<file path="src/rtl/dmem_arbiter.sv">
// dmem_arbiter
// ------------
// Arbitrates the single-port data memory between the core MEM stage (port A)
// and an auxiliary requester such as a loader or debug access (port B).
//
// Port A has fixed priority. Port B is protected from starvation by a
// saturating counter of its consecutive denied cycles. When that count reaches
// STARVE_LIMIT, the next cycle is a BOOST cycle in which B is granted once.
// STARVE_LIMIT = 0 turns boosting off, which leaves pure A priority.
//
// Optional feature macro: DMEM_ARB_PERF_EN
//   When defined, the block adds saturating grant and conflict counters.
//
// Ports
//   clk, rst            clock; synchronous active-high reset
//   a_req/a_we/a_addr/a_wdata   core request
//   a_gnt/a_rvalid/a_rdata      core grant and read response
//   b_req/b_we/b_addr/b_wdata   auxiliary request
//   b_gnt/b_rvalid/b_rdata      auxiliary grant and read response
//   stall_m             core request denied this cycle (a_req & ~a_gnt)
//   mem_addr/mem_wdata/mem_we   memory command from the granted port
//   mem_rdata           memory read data, valid one cycle after the address
//   perf_a_cnt, perf_b_cnt, perf_conflict_cnt   (DMEM_ARB_PERF_EN only)
//   dbg_state           arbiter FSM state (0 = NORMAL, 1 = BOOST)
//   dbg_cnt             starvation counter
//
// Handshake: a request is accepted in the cycle its gnt is high. Grant is
// combinational and is never registered. Until it is granted, the requester
// keeps req and all fields stable. A granted read returns rvalid and rdata
// exactly one cycle later. A granted write produces no response.
module dmem_arbiter #(
  parameter int unsigned STARVE_LIMIT = 4
) (
  input  logic        clk,
  input  logic        rst,
  input  logic        a_req,
  input  logic        a_we,
  input  logic [31:0] a_addr,
  input  logic [31:0] a_wdata,
  output logic        a_gnt,
  output logic        a_rvalid,
  output logic [31:0] a_rdata,
  input  logic        b_req,
  input  logic        b_we,
  input  logic [31:0] b_addr,
  input  logic [31:0] b_wdata,
  output logic        b_gnt,
  output logic        b_rvalid,
  output logic [31:0] b_rdata,
  output logic        stall_m,
  output logic [31:0] mem_addr,
  output logic [31:0] mem_wdata,
  output logic        mem_we,
  input  logic [31:0] mem_rdata,
`ifdef DMEM_ARB_PERF_EN
  output logic [31:0] perf_a_cnt,
  output logic [31:0] perf_b_cnt,
  output logic [31:0] perf_conflict_cnt,
`endif
  output logic [0:0]  dbg_state,
  output logic [7:0]  dbg_cnt
);

  localparam logic [0:0] ST_NORMAL = 1'b0;
  localparam logic [0:0] ST_BOOST  = 1'b1;

  localparam logic [7:0] LIMIT    = 8'(STARVE_LIMIT);
  localparam logic       BOOST_EN = (STARVE_LIMIT != 0);

  logic [0:0] state, state_next;
  logic [7:0] cnt, cnt_inc, cnt_next;
  logic       boost_enter;
  logic       rd_a, rd_b;

  // Grant selection. Reset blocks every grant. In BOOST, B wins whenever it
  // is requesting. Otherwise A wins and B gets only the cycles A leaves idle.
  always_comb begin
    a_gnt = 1'b0;
    b_gnt = 1'b0;
    if (!rst) begin
      if (state == ST_BOOST && b_req) begin
        b_gnt = 1'b1;
      end else if (a_req) begin
        a_gnt = 1'b1;
      end else if (b_req) begin
        b_gnt = 1'b1;
      end
    end
  end

  assign stall_m = a_req & ~a_gnt;

  // Starvation counter. BOOST is entered on the edge where the count would
  // reach the limit. B is therefore served in the cycle that immediately
  // follows its L-th denied cycle, so the boost period is L+1 cycles.
  always_comb begin
    cnt_inc = 8'd0;
    if (b_req && !b_gnt) begin
      cnt_inc = (cnt >= LIMIT) ? LIMIT : cnt + 8'd1;
    end
  end

  assign boost_enter = BOOST_EN && (state == ST_NORMAL) && b_req && !b_gnt &&
                       (cnt_inc == LIMIT);

  always_comb begin
    state_next = ST_NORMAL;
    cnt_next   = cnt_inc;
    if (state == ST_NORMAL && boost_enter) begin
      state_next = ST_BOOST;
      cnt_next   = 8'd0;
    end
  end

  always_ff @(posedge clk) begin
    if (rst) begin
      state <= ST_NORMAL;
      cnt   <= 8'd0;
      rd_a  <= 1'b0;
      rd_b  <= 1'b0;
    end else begin
      state <= state_next;
      cnt   <= cnt_next;
      rd_a  <= a_gnt & ~a_we;
      rd_b  <= b_gnt & ~b_we;
    end
  end

  // Memory command comes from the granted port. When nothing is granted it is
  // zero, so the bus never shows a stale address.
  always_comb begin
    mem_addr  = 32'd0;
    mem_wdata = 32'd0;
    mem_we    = 1'b0;
    if (a_gnt) begin
      mem_addr  = a_addr;
      mem_wdata = a_wdata;
      mem_we    = a_we;
    end else if (b_gnt) begin
      mem_addr  = b_addr;
      mem_wdata = b_wdata;
      mem_we    = b_we;
    end
  end

  // Response routing. Reset arriving while a read is in flight suppresses that
  // read's response. The response is then lost.
  assign a_rvalid = rd_a & ~rst;
  assign b_rvalid = rd_b & ~rst;
  assign a_rdata  = a_rvalid ? mem_rdata : 32'd0;
  assign b_rdata  = b_rvalid ? mem_rdata : 32'd0;

`ifdef DMEM_ARB_PERF_EN
  always_ff @(posedge clk) begin
    if (rst) begin
      perf_a_cnt        <= 32'd0;
      perf_b_cnt        <= 32'd0;
      perf_conflict_cnt <= 32'd0;
    end else begin
      if (a_gnt && perf_a_cnt != 32'hFFFF_FFFF) begin
        perf_a_cnt <= perf_a_cnt + 32'd1;
      end
      if (b_gnt && perf_b_cnt != 32'hFFFF_FFFF) begin
        perf_b_cnt <= perf_b_cnt + 32'd1;
      end
      if (a_req && b_req && perf_conflict_cnt != 32'hFFFF_FFFF) begin
        perf_conflict_cnt <= perf_conflict_cnt + 32'd1;
      end
    end
  end
`endif

  assign dbg_state = state;
  assign dbg_cnt   = cnt;

endmodule

</file>
<file path="config.mk">
export PLATFORM = sky130hd
export DESIGN_NAME = dmem_arbiter
export DESIGN_NICKNAME = d
export VERILOG_FILES = /design/src/rtl/dmem_arbiter.sv
export SDC_FILE = /design/constraint.sdc
export NUM_CORES = 1
export LEC_CHECK = 0
export CAP_MARGIN = 15
export CORE_AREA = 2 2 122 124
export CTS_CLUSTER_SIZE = 14
export DETAILED_ROUTE_END_ITERATION = 10
export DIE_AREA = 0 0 124 126
export GPL_ROUTABILITY_DRIVEN = 0
export PLACE_DENSITY_LB_ADDON = 0.25
export SLEW_MARGIN = 20
export SYNTH_ARGS = -nofsm -noshare
export SYNTH_HDL_FRONTEND = slang
export SYNTH_SLANG_ARGS = --single-unit
</file>
<file path="constraint.sdc">
create_clock -name clk -period 2.35 [get_ports clk]
set_input_delay 0.705 -clock clk [delete_from_list [all_inputs] [get_ports clk]]
set_output_delay 0.705 -clock clk [all_outputs]
set_load 0.01 [all_outputs]
</file>
# --- Yosys cells after proc, flatten, opt, wreduce, memory -nomap -nowiden ---
# Cells that the tools add are included.
totals:
  reg_bits: 11
  inputBits: 166
  out_inout_bits: 143
  elab_cells: 43
op_classes:
  n_addsub: 1
  magnitude_cmp: 1
  n_eq_ne: 1
  muxes: 18
  n_bitwise: 10
  reduce_logical: 8
ops:
  columns: ["cell", "count"]
  rows:
  - ["two-way mux 32 bit", 6]
  - ["two-way mux 8 bit", 2]
  - ["two-way mux 1 bit", 10]
  - ["adder 8 x 1 -> 8 bit, second input constant", 1]
  - ["== test 8 x 3 -> 1 bit, second input constant", 1]
  - [">= comparator 8 x 3 -> 1 bit, second input constant", 1]
  - ["logical AND 1 bit", 6]
  - ["bitwise AND 1 bit", 5]
  - ["NOT 1 bit", 5]
  - ["OR reduction 2 bit", 1]
  - ["logical NOT 1 bit", 1]

# --- Logic depth before layout (Yosys ltp) ---
# Gate-level depths: netlist of run 1.
depth:
  ltp_word: 11
  ltp_mapped: 5
  depth_no_buf: 4

# --- Worst setup path after synthesis of run 1 ---
# OpenSTA, ideal clock, no wires.
synth_timing:
  kind: "input -> output"
  startpoint: "input a_req"
  endpoint: "output mem_addr[0]"
  t_arrival_ps: 1535
  required_time_ps: 1645
  setup_slack_ps: 110
  cell_stages: 5
  n_path_buf: 2
  path_cell_list: "nor2b_1 -> nor3b_2 -> buf_4 -> buf_4 -> a22o_1"
synth_between:
  elab_chain_len: 5
  word_cells_on_any_way: 8
  classes_between: "mux: 8"
synth_lines:
  columns: ["item", "line_no", "text"]
  rows:
  - ["from (decl)", "36", "input logic a_req,"]
  - ["two-way mux 1 bit", "83", "end else if (a_req) begin"]
  - ["two-way mux 1 bit", "81", "if (state == ST_BOOST && b_req) begin"]
  - ["two-way mux 1 bit", "80", "if (!rst) begin"]
  - ["two-way mux 32 bit", "139", "end else if (b_gnt) begin"]
  - ["two-way mux 32 bit *", "135", "if (a_gnt) begin"]
  - ["to (decl)", "51", "output logic [31:0] mem_addr,"]
# Mark *: on every way between the ends. The rest lies on a longest branch, timed or not.

# --- Worst setup path after layout of run 1 ---
layout_timing:
  startpoint: "input a_req"
  endpoint: "output mem_wdata[23]"
layout_between:
  elab_chain_len: 5
  word_cells_on_any_way: 8
  classes_between: "mux: 8"
layout_lines:
  columns: ["item", "line_no", "text"]
  rows:
  - ["two-way mux 1 bit", "83", null]
  - ["two-way mux 1 bit", "81", null]
  - ["two-way mux 1 bit", "80", null]
  - ["two-way mux 32 bit", "139", null]
  - ["two-way mux 32 bit *", "135", null]
  - ["to (decl)", "52", "output logic [31:0] mem_wdata,"]
# Marks and branches as above.

==> results of run 1 <==
-- per-stage QoR --
step                power [mW]  worst slack [ns]
finish                   1.283           -0.2275
global route             1.352           -0.2731
CTS                      1.256           -0.2481
detailed placement      0.9112           -0.9602
global placement        0.9103           -0.9621
floorplan               0.3833            0.1095
-- cells by family (layout without fill, tap and decap cells) --
family	Yosys count	count (layout)	share of synthesized area [%]
flops	11	11	15.02
simple gates	79	79	34.56
fa+ha+maj	2	2	1.706
buf+inv	22	375	7.936
compound gates	68	68	40.53
other cells	1	5	0.2557
-- layer usage --
layer	routed length (µm)	part of all wire, %
met4	9	0.072
met5	0	0
met2	6604	53
met1	4782	38
met3	1107	8.9
-- report_power, final --
part / switching [mW] / leakage (nW) / internal, mW
sequential: 0.00427 / 0.0909 / 0.194
combinational: 0.259 / 2.51 / 0.523
clock: 0.0759 / 0.0382 / 0.227
-- worst min-delay path by stage --
stage | to | cells past startpoint | start | slack [ns]
2_1_floorplan | dbg_state | 2 | dbg_cnt[2] | 0.54
3_3_place_gp | dbg_state | 2 | dbg_cnt[3] | 0.52
3_5_place_dp | dbg_state | 2 | dbg_cnt[3] | 0.52
4_1_cts | dbg_state | 2 | dbg_cnt[3] | 0.54
5_1_grt | dbg_state | 2 | dbg_cnt[3] | 0.56
6_report | dbg_state | 2 | dbg_cnt[3] | 0.53
-- layout by cell type, fill, tap and decap left out, drive strengths merged --
master	n
a22o	65
clkdlybuf4s50	171
inv	2
nor4	1
buf	195
and2	66
nor2b	6
nand3b	1
and3b	1
ha	2
nand4bb	1
conb	5
a21oi	1
o211a	1
nor2	1
a31oi	1
dfxtp	11
nor3b	1
clkbuf	7
nand2b	1
-- repair_timing --
action,in CTS,in global routing
gates resized for setup,643,86
cloned,13,3
endpoints found under the setup margin,134,127
setup buffers,23,7
pin swaps,41,36
-- sequential cells by signal, summed over array words and instances (netlist names) --
name       cells
rd_a           1
rd_b           1
dbg_cnt        8
dbg_state      1
-- synthesized netlist by cell type --
master / number / area share [%]
and2_1: 66 / 28
a22o_1: 65 / 39
dfxtp_1: 11 / 15
buf_4: 7 / 3.6
clkbuf_1: 7 / 1.8
buf_2: 6 / 2.0
nor2b_1: 6 / 2.6
ha_1: 2 / 1.7
inv_1: 2 / 0.51
a21oi_2: 1 / 0.60
a31oi_1: 1 / 0.43
and3b_1: 1 / 0.60
conb_1: 1 / 0.26
nand2b_1: 1 / 0.43
nand3b_1: 1 / 0.51
nand4bb_1: 1 / 0.77
nor2_1: 1 / 0.26
nor3b_2: 1 / 0.85
nor4_1: 1 / 0.43
o211a_1: 1 / 0.68
-- cell type report --
| cell class | count | area, µm² | share of cell area (%) |
|---|---|---|---|
| Sequential cell | 11 | 220.2 | 3.896 |
| Inverter | 2 | 7.507 | 0.1328 |
| Timing Repair Buffer | 369 | 3775 | 66.79 |
| Multi-Input combinational cell | 154 | 1340 | 23.71 |
| Clock buffer | 4 | 78.83 | 1.395 |
| Tap cell | 184 | 230.2 | 4.074 |
-- worst reg2reg max path: stages (launching register included) --
cell	delay, ns
dfxtp_1	0.44
nor2b_4	0.07
nor3b_4	0.21
buf_12	0.14
buf_8	0.14
clkbuf_16	0.16
nor2b_1	0.16
==> impl_metrics.csv, run 1 <==
group,metric,value,unit
clocking,clock_latency,0.23,ns
critical_path,r2r-end,"rd_b",
critical_path,ff2ff_setup_slack,0.96,ns
synth,synth_seq_cells,11,
global_routing,use_met2,27.21,%
critical_path,critPathLaunch,"a_req",
sta,setup_slack,-0.2275,ns
finish,finish.net_count,709,
sta,rsz0062_at_grt,"yes",
synth,synth.cell_area,1466,µm²
synth,synth_warnings,0,
sta,fin_crit,2.577,ns
critical_path,cp.arrival,1.87,ns
critical_path,crit_top_cell,"buf_12",
clocking,ctsRootBufferMaster,"clkbuf_16",
outcome,violations,"setup timing",
global_routing,grt_pass1_vias,2968,
drt,drtIter0Drc,55,
finish,final_core_util,39.48,%
finish,final_cells,724,
critical_path,critPathSlowestCell,"nor3b_4",
global_routing,track_usage,13.88,%
global_routing,grt_use_met1,15.95,%
synth,syn_area_per_cell,8.013,µm²
critical_path,cp.required,1.64,ns
critical_path,cp_num_cells,9,
place,dpl_cell_area,4950,µm²
critical_path,path_cells,"buf_8 -> nor2b_4 -> nor3b_4 -> buf_12 -> buf_12 -> buf_12 -> buf_16 -> a22o_1 -> buf_2",
pwr,p_per_area,227.0,nW/µm²
pwr,power_leakage,2.635,nW
drt,viasPerCell,3.997,
sta,slew_violations,0,
drt,via_count,2894,
critical_path,max_stage_delay,0.21,ns
synth,synth.distinct_cells,20,
finish,n_antenna_cell,0,
die,dieArea,15620,µm²
clocking,numCtsBuffers,3,
place,dp.cells,684,
critical_path,r2r_start,"dbg_state",
die,die_h,126,µm
critical_path,path_class,"in -> out",
finish,fillers,1476,
die,die_x,124,µm
critical_path,endpoint,"mem_wdata[23]",
worst_hold_path,hold_path.class,"reg -> reg",
clocking,cts_buffer_depth,2,
synth,synth_cells,183,
clocking,clk_pin_slew,0.04,ns
job,drv_cap,0,
drt,drc_errors,0,
drt,wl,12.50,mm
sta,timing.final.crit_share,109.7,%
clocking,h-tree-depth,1,
critical_path,reg2reg_depth,6,
critical_path,cp_max_fo,7,
clocking,cts.sinks,11,
finish,finalInstanceArea,5652,µm²
finish,drive_gt1_share,49.07,%
sta,timing.fmax,0.3880,GHz
sta,finalSetupTns,-15.01,ns
outcome,status,"finished, violations left",
global_routing,overflow,0,
critical_path,crit_buf_inv,6,
drt,wl_per_cell,17.27,µm
global_routing,grt_pass1_wl,16.61,mm
synth,synth_seq_area_share,15.02,%
sta,hold_ws,0.5338,ns
die,num_rows,44,
global_routing,grt.met3_usage,2.491,%
critical_path,end_kind,"primary output",
sta,hold_viol,0,
sta,skew,0.0002092,ns
die,core_area,14310,µm²
sta,finalSetupViolations,120,
global_routing,grt_antenna_before_repair,0,
clocking,cts-hold-fix-buffers,0,
drt,drt-pass1-iter-count,4,
pwr,vdd_drop_max,335.3,µV
finish,syn2layout_area_growth,285.4,%
global_routing,busiest_layer,"met2",
die,start_util,10.24,%
drt,drtAntennaViolNets,0,
place,dp_hpwl,8.439,mm
die,io_pins,309,
place,io_buffers,308,
critical_path,setup.worst_path.start_class,"primary input",
clocking,tritoncts,"done",
global_routing,grt_max_degree,14,
critical_path,crit_family,"buffers and inverters",
No activity file was read; power rests on OpenSTA's default activity.
==> run 2: changes to the inputs <==
--- a/config.mk
+++ b/config.mk
@@ -11,7 +11,7 @@
 export DETAILED_ROUTE_END_ITERATION = 10
 export DIE_AREA = 0 0 124 126
 export GPL_ROUTABILITY_DRIVEN = 0
-export PLACE_DENSITY_LB_ADDON = 0.25
+export PLACE_DENSITY = 0.58
 export SLEW_MARGIN = 20
 export SYNTH_ARGS = -nofsm -noshare
 export SYNTH_HDL_FRONTEND = slang
==> run 2 against run 1 <==
The run still ends with setup timing left; flip-flop and latch count did not move; global-route usage is 0.28 points higher; critical path type unchanged; first-iteration DRC count shrank 24%; sequential power hardly changed; via count decreased by 1.0%; combinational power shrank 2.8%; highest routed layer unchanged.
==> impl_metrics.csv, run 2 (synthesis gave the netlist of run 1 again) <==
group,metric,value,unit
global_routing,grt_pass1_wl,16.83,mm
pwr,p_per_area,240.8,nW/µm²
outcome,violations,"setup timing",
finish,final_common_cell,"clkdlybuf4s50_1",
drt,drt-pass1-iter-count,4,
clocking,numCtsBuffers,3,
drt,drtAntennaViolNets,0,
global_routing,overflow,0,
drt,via_count,2865,
sta,hold_ws,0.5293,ns
drt,wl,12.49,mm
sta,rsz0062_at_grt,"yes",
critical_path,max_stage_delay,0.19,ns
global_routing,grt_pass1_vias,3086,
global_routing,track_usage,14.15,%
pwr,vdd_drop_max,297.7,µV
clocking,clock_latency,0.24,ns
critical_path,critPathSlowestCell,"nor3b_4",
die,dieArea,15620,µm²
critical_path,cp.required,1.64,ns
critical_path,setup.worst_path.start_class,"primary input",
die,start_util,10.24,%
pwr,power_leakage,2.493,nW
sta,hold_viol,0,
die,io_pins,309,
drt,drc_errors,0,
die,die_h,126,µm
critical_path,cp.arrival,1.85,ns
drt,wl_per_cell,17.49,µm
clocking,ctsRootBufferMaster,"clkbuf_16",
worst_hold_path,hold_path.class,"reg -> reg",
finish,largest_reg_flops,8,
finish,layout_common_cells,"171 x clkdlybuf4s50_1, 84 x buf_2, 65 x a22o_1, 60 x buf_6, 34 x and2_4",
critical_path,r2r_start,"dbg_state",
critical_path,critPathLaunch,"a_req",
clocking,cts_buffer_depth,2,
critical_path,path_cells,"buf_8 -> nor2b_4 -> nor3b_4 -> buf_6 -> buf_6 -> buf_12 -> a22o_1 -> buf_2",
sta,skew,0.0005062,ns
die,num_rows,44,
finish,finish.net_count,699,
die,core_area,14310,µm²
clocking,cts.sinks,11,
sta,setup_slack,-0.2031,ns
drt,drtIter0Drc,42,
clocking,tritoncts,"done",
sta,timing.fmax,0.3917,GHz
sta,timing.final.crit_share,108.6,%
place,io_buffers,308,
clocking,cts-hold-fix-buffers,0,
finish,multi_input_area,1281,µm²
place,dp_hpwl,8.869,mm
finish,syn2layout_area_growth,260.2,%
critical_path,crit_top_cell,"buf_6",
finish,drive_gt1_share,43.77,%
sta,finalSetupViolations,67,
place,dpl_cell_area,4835,µm²
critical_path,end_kind,"primary output",
sta,finalSetupTns,-7.471,ns
critical_path,path_class,"in -> out",
critical_path,cp_max_fo,7,
finish,final_core_util,36.91,%
finish,seq_area,220.2,µm²
finish,fillers,1477,
place,dpl_worst_slack,-1.019,ns
finish,finalInstanceArea,5283,µm²
clocking,clk_pin_slew,0.04,ns
drt,viasPerCell,4.013,
clocking,h-tree-depth,1,
sta,slew_violations,0,
job,drv_cap,0,
finish,final_cells,714,
global_routing,grt_antenna_before_repair,0,
die,die_x,124,µm
global_routing,grt_max_degree,22,
outcome,status,"finished, violations left",
finish,n_antenna_cell,0,
worst_hold_path,hold_start,"dbg_cnt[3]",
sta,fin_crit,2.553,ns
pwr,p_total,1.272,mW
place,dp.cells,672,
==> run 2: worst paths after layout <==
kind,endpoint,slack (ns),depth (start not counted)
setup / recovery,mem_wdata[12],-0.20,8
hold / removal,dbg_state,0.53,2
setup reg to reg,rd_a,1.08,6
hold reg to reg,dbg_state,0.53,2
==> run 2: timing repair <==
| item | CTS | global route |
|---|---|---|
| resized for setup | 592 | 93 |
| pin swaps | 16 | 38 |
| cloned | 15 | 2 |
| setup endpoints to repair | 134 | 117 |
| setup buffers | 27 | 6 |
==> run 2: critical path: cells and delay by family <==
family                 cells  cell delay [ns]
AND/OR/NAND/NOR            2             0.31
AO/OA/AOI/OAI              1             0.18
buffers and inverters      5             0.64
==> run 2: routing by layer <==
| layer | track usage (%) | wire, µm | vias to the layer above |
|---|---|---|---|
| met5 | 0 | 0 | - |
| met2 | 27.93 | 6563 | 184 |
| met1 | 14.58 | 4429 | 1303 |
| met4 | 1.652 | 153 | 0 |
| met3 | 4.665 | 1345 | 11 |
| li1 | - | - | 1367 |
==> run 2: power by group <==
| part | total (mW) | switching, mW | internal (mW) |
|---|---|---|---|
| Sequential | 0.198 | 0.00371 | 0.194 |
| Clock | 0.316 | 0.0898 | 0.226 |
| Combinational | 0.759 | 0.258 | 0.501 |
==> run 2: cell type report <==
type / instances / area share, %
well taps: 184 / 4.358
clock inverters: 1 / 0.09474
clock buffers: 3 / 1.421
repair buffers: 359 / 65.56
inverters: 2 / 0.1421
flip-flops and latches: 11 / 4.169
multi-input cells: 154 / 24.25
